--- src/rtl/chip.sv ---
// chip -- keyed byte accumulator with AXI-Stream in/out.
//
// Input frames arrive as (key, value) beat pairs on s_axis; only byte 0 of
// each beat is used. Each value is added, with saturation, to the bin named
// by its key (1..BINS). A beat carrying tlast ends the frame, after which
// the BINS accumulators are streamed out on m_axis, one beat per bin, and
// then cleared for the next frame.
//
// Ports
//   aclk           clock, everything on the rising edge
//   aresetn        asynchronous active-low reset
//   s_axis_tvalid  input beat valid
//   s_axis_tready  input beat accepted (high while collecting a frame)
//   s_axis_tdata   input payload, byte 0 = key or value
//   s_axis_tlast   last beat of the input frame
//   m_axis_tvalid  output beat valid
//   m_axis_tready  downstream ready
//   m_axis_tdata   output payload: [ACC_WIDTH-1:0] = count, [39:32] = bin number
//   m_axis_tlast   last beat of the output vector
//
// state   | meaning
// --------+-----------------------------------------------
// ST_KEY  | waiting for a key beat
// ST_VAL  | waiting for the value beat of the held key
// ST_EMIT | streaming the accumulator vector, input stalled

module chip #(
  parameter int DATA_WIDTH = 512,
  parameter int BINS       = 12,
  parameter int ACC_WIDTH  = 32
) (
  input  logic                  aclk,
  input  logic                  aresetn,
  input  logic                  s_axis_tvalid,
  output logic                  s_axis_tready,
  input  logic [DATA_WIDTH-1:0] s_axis_tdata,
  input  logic                  s_axis_tlast,
  output logic                  m_axis_tvalid,
  input  logic                  m_axis_tready,
  output logic [DATA_WIDTH-1:0] m_axis_tdata,
  output logic                  m_axis_tlast
);

  localparam int IW = (BINS > 1) ? $clog2(BINS) : 1;

  typedef enum logic [1:0] {ST_KEY, ST_VAL, ST_EMIT} state_t;

  state_t                 state;
  logic [7:0]             key;
  logic [ACC_WIDTH-1:0]   acc [BINS];
  logic [IW-1:0]          idx;
  logic                   s_ready;
  logic                   m_valid;
  logic                   m_last;

  logic                   s_xfer;
  logic [7:0]             din;
  logic [ACC_WIDTH-1:0]   acc_sel;
  logic [ACC_WIDTH:0]     sum;
  logic [ACC_WIDTH-1:0]   acc_sat;
  logic [DATA_WIDTH-1:0]  m_data;
  logic                   unused_tdata;

  assign s_xfer       = s_axis_tvalid & s_ready;
  assign din          = s_axis_tdata[7:0];
  assign unused_tdata = ^s_axis_tdata[DATA_WIDTH-1:8];

  // Out-of-range keys match no bin, so acc_sel stays 0 and no bin is written.
  always_comb begin
    acc_sel = '0;
    for (int i = 0; i < BINS; i++) begin
      if (key == 8'(i + 1)) acc_sel = acc[i];
    end
    sum     = {1'b0, acc_sel} + (ACC_WIDTH + 1)'(din);
    acc_sat = sum[ACC_WIDTH] ? '1 : sum[ACC_WIDTH-1:0];
  end

  // Payload is driven straight from the held accumulators; they cannot change
  // while in ST_EMIT, so the beat stays stable across back-pressure.
  always_comb begin
    m_data = '0;
    if (m_valid) begin
      m_data[ACC_WIDTH-1:0] = acc[idx];
      m_data[39:32]         = 8'(idx) + 8'd1;
    end
  end

  always_ff @(posedge aclk or negedge aresetn) begin
    if (!aresetn) begin
      state   <= ST_KEY;
      key     <= '0;
      idx     <= '0;
      s_ready <= 1'b0;
      m_valid <= 1'b0;
      m_last  <= 1'b0;
      for (int i = 0; i < BINS; i++) acc[i] <= '0;
    end else begin
      case (state)
        ST_KEY: begin
          s_ready <= 1'b1;
          if (s_xfer) begin
            if (s_axis_tlast) begin
              // a key with tlast has no value to go with it: drop it
              state   <= ST_EMIT;
              s_ready <= 1'b0;
              m_valid <= 1'b1;
              m_last  <= (BINS == 1);
              idx     <= '0;
            end else begin
              key   <= din;
              state <= ST_VAL;
            end
          end
        end
        ST_VAL: begin
          s_ready <= 1'b1;
          if (s_xfer) begin
            for (int i = 0; i < BINS; i++) begin
              if (key == 8'(i + 1)) acc[i] <= acc_sat;
            end
            if (s_axis_tlast) begin
              state   <= ST_EMIT;
              s_ready <= 1'b0;
              m_valid <= 1'b1;
              m_last  <= (BINS == 1);
              idx     <= '0;
            end else begin
              state <= ST_KEY;
            end
          end
        end
        ST_EMIT: begin
          if (m_valid && m_axis_tready) begin
            if (idx == IW'(BINS - 1)) begin
              for (int i = 0; i < BINS; i++) acc[i] <= '0;
              state   <= ST_KEY;
              s_ready <= 1'b1;
              m_valid <= 1'b0;
              m_last  <= 1'b0;
              idx     <= '0;
            end else begin
              idx    <= idx + 1'b1;
              m_last <= (idx == IW'(BINS - 2));
            end
          end
        end
        default: state <= ST_KEY;
      endcase
    end
  end

  assign s_axis_tready = s_ready;
  assign m_axis_tvalid = m_valid;
  assign m_axis_tdata  = m_data;
  assign m_axis_tlast  = m_last;

endmodule

--- config.mk ---
export PLATFORM = sky130hd
export DESIGN_NAME = chip
export DESIGN_NICKNAME = d
export VERILOG_FILES = /design/src/rtl/chip.sv
export SDC_FILE = /design/constraint.sdc
export NUM_CORES = 1
export LEC_CHECK = 0
export CAP_MARGIN = 20
export CORE_AREA = 2 2 406 408
export DETAILED_ROUTE_END_ITERATION = 12
export DIE_AREA = 0 0 408 410
export PLACE_DENSITY_LB_ADDON = 0.15
export SLEW_MARGIN = 20
export SYNTH_ARGS = -nofsm -noshare
export SYNTH_HDL_FRONTEND = slang
export SYNTH_SLANG_ARGS = --single-unit
--- constraint.sdc ---
create_clock -name aclk -period 7.5 [get_ports aclk]
set_input_delay 0.75 -clock aclk [delete_from_list [all_inputs] [get_ports aclk]]
set_output_delay 0.75 -clock aclk [all_outputs]
set_load 0.005 [all_outputs]
==> PnR_summary.wiki <==
{| class="wikitable"
! Metric !! Value
|-
| Compound-Gate Fraction of Synth Area || about 21%
|-
| Biggest fanout along the worst timing path || 22
|-
| Gate count after technology mapping || roughly 2700
|-
| Critical Path Sink Type || register
|-
| Count of vias placed by the detailed router || ~21000
|-
| Max-cap violation count || 0
|-
| Pin count of the biggest net entering global routing || approximately 140
|-
| Fillcell total || ~18000
|-
| Overflow left after global routing || 0
|-
| Most frequent cell on the critical path || o21ai_0
|-
| TritonCTS Buffers || 53
|-
| Initial antenna violation count || 13
|-
| Path class of the lowest-slack min-delay path || in -> async
|-
| Buffers inserted by post-CTS timing repair || 0
|-
| # hold bufs at CTS || 0
|-
| Top Ports || roughly 1000
|-
| Mapped Area || about 27000 sq um
|-
| Clock-pin slew on the worst setup and hold paths || approximately 60 ps
|-
| Number of flip-flops and latches in the synthesized netlist || about 400
|-
| Outcome || completed
|-
| Actual transition at the worst max-transition pin || just over 1000 ps
|-
| Leakage Power || between 10 and 15 nW
|-
| Count of flip-flops with a built-in enable after synthesis || 0
|-
| Fraction of synthesized area in multiplexers || a little over an eighth
|-
| Count of final max-slew check failures || 0
|-
| Initial cell density of the core || between 10% and 20%
|-
| Drt first-iter violations || 1700
|-
| Setup repair after global routing missed its margin || false
|-
| Worst vdd ir || between 0.1 and 0.15 mV
|-
| Family of cells with the greatest summed delay on the critical path || simple AND/OR/NAND/NOR gates
|-
| Flip-flop cell with the highest count after synthesis || dfrtp_1
|-
| Period Utilization, post-route || 79.80%
|-
| Async set-or-reset flop fraction in the synthesized netlist || 100.0%
|-
| Rel. slew slack || 30.62%
|-
| Routed wirelength normalized by instance count || 25.29 um
|-
| Power Total || 5.093 mW
|-
| Maximum count of clock buffers along a single path || 3
|-
| Number of hold violations in the final report || 0
|-
| Crit-path max cell delay || around 860 ps
|-
| Parity-gate share of the synthesized area counting xor and xnor cells || less than 1%
|-
| Syn Area/Cell || around 9.9 sq um
|-
| Fraction of post-synthesis cell area in the top cell type by area || 37.60%
|-
| Total DRC errors in the routed layout || 0
|-
| Top achievable clock speed || 0.1671 GHz
|-
| Setup-failing EPs final || 0
|-
| Layout cell share with drive strength beyond 1 || between 10% and 20%
|-
| CP Class || reg -> reg
|-
| Category of the worst setup path launch point || register
|-
| Adder-cell share of the synthesized area || less than 1%
|-
| Time the final worst path needs with I/O delays and setup || between 5000 and 6000 ps
|-
| Largest family of logic cells by synthesized area || compound AO/OA/AOI/OAI gates
|-
| Die Outline Area || approximately 170000 sq um
|-
| Clock Skew || 37.66 ps
|-
| Post-layout nets || around 3200
|-
| Leading cell types by total area after synthesis || dfrtp_1 38%, buf_4 14%, mux4_2 8.9%
|-
| Commonest cells after routing, fill and taps aside || 475 x conb_1, 394 x dfrtp_1, 225 x nand2_1
|-
| Share of synthesized area occupied by flip-flops and latches || a little under two fifths
|-
| YS warnings || 0
|-
| Worst Path Arrival || 6500 ps
|-
| Cell breakdown of the critical path || or4_4 -> nor2_2 -> buf_4 -> nand2_1 -> o21ai_0 -> o21ai_0 -> ha_1 -> o21ai_0 -> o21ai_0 -> a21oi_1 -> nor3_2 -> nand4_1 -> xor2_1 -> nand2_1 -> a22o_1
|-
| Vert. Die Dim || about 400 um
|-
| Count of H-tree levels built during CTS || 2
|-
| Worst path buffer plus inverter count || 1
|-
| Half-perimeter wire length of the detailed placement result || ~81 mm
|-
| I/O Buffers || between 50 and 60
|-
| CTS tree || yes
|-
| Sum of negative setup slack || 0 ps
|-
| Total power per unit cell area || roughly 170 nW/um^2
|-
| Most common cell after layout, fill and taps aside || conb_1
|-
| Floorplan die width || around 410 um
|-
| Number of routed nets with antenna violations || 0
|-
| Critical path data required time || approximately 8000 ps
|-
| Drt pass-1 iters || 7
|-
| Crit path max-delay cell type || nor3_2
|-
| Routability cong. || between 0.8 and 0.9
|-
| Count of instances resized after the clock tree is built || 0
|-
| Clk_lat worst skew || approximately 640 ps
|-
| Cell variety after synth || just under 90
|-
| Ratio of routed vias to standard cells || between 4 and 5
|-
| Detailed Route WL || approximately 130 mm
|-
| Clk sink count || 401
|-
| Clock root buffer || clkbuf_16
|-
| Startpoint of the worst register-to-register path || key[5]
|-
| Synthesis-to-layout area growth || 13.18%
|-
| All-layer global routing usage || 14.46%
|-
| Core area || between 150000 and 200000 sq um
|-
| Total number of placement rows || 149
|-
| Share of synthesized cell area in and, or, nand and nor gates || 9.804%
|-
| First-pass GRT wire length || roughly 170 mm
|-
| Number of global-route vias before repair || ~20000
|-
| Most area-hungry cell type in the Yosys netlist || dfrtp_1
|-
| Critical path launch point || key[5]
|}
==> routing by layer <==
metal  GRT usage, %  share of wire [%]
met5              0              0.022
met4          3.097                2.1
met3          1.805                5.1
met2          23.33                 46
met1          20.53                 47
==> sequential cells by signal, summed over array words and instances (netlist names) <==
register	count
m_axis_tlast	1
s_axis_tready	1
acc	384
state	2
key	8
m_axis_tvalid	1
idx	4
==> final cells by class <==
cell class              count  area, sq um  share of cell area (%)
well taps                2189         2739                   9.068
inverters                  47        176.4                  0.5841
diodes                      4        10.01                 0.03314
flip-flops and latches    401        10050                   33.28
multi-input cells        2048        13960                   46.23
clock buffers              81         1613                   5.340
repair buffers            161         1414                   4.681
clock inverters            15        236.5                  0.7829
==> cells in the mapped netlist (19+ instances only) <==
master,number
dfrtp_1,401
a22o_1,224
mux4_2,105
buf_4,488
nand2_1,228
buf_1,21
and2_1,42
a21oi_1,73
nor2b_1,19
o22ai_1,67
buf_2,58
a22oi_1,28
nand3_1,23
o21ai_0,220
nor2_1,100
nor3_1,25
mux2i_1,68
inv_1,47
a31oi_1,19
nand4_1,23
mux2_2,48
clkbuf_1,116
==> where the power goes <==
group          switching [mW]  internal, mW
combinational           0.123        0.0136
clock                    1.12          1.68
sequential                  0          2.16
==> per-stage QoR <==
stage	setup WS (ps)	util (%)	hold slack, ps	instances	instance area (sq um)
global placement	1642	17.32	469.6	4845	28320
floorplan	2083	-	454.4	3182	28460
detailed placement	1539	17.34	484.0	4846	28340
global route	1295	18.47	46.09	4942	30190
finish	1515	18.47	37.31	4946	30200
CTS	1538	18.47	14.48	4942	30190
==> final timing paths <==
kind                           endpoint  slack (ps)  cells after the start
min                            acc[347]          40                      1
min in group aclk          m_axis_tlast         490                      2
min reg2reg                m_axis_tlast         490                      2
max in group asynchronous        idx[0]        6160                      2
max                            acc[367]        1520                     15
max reg2reg                    acc[367]        1520                     15
==> kinds of logic after synthesis <==
family          Yosys count
compound gates          786
buf+inv                 733
simple gates            542
flops                   401
mux                     221
xor+xnor                 13
fa+ha+maj                11
other cells               1
(Power assumes the default switching activity.)
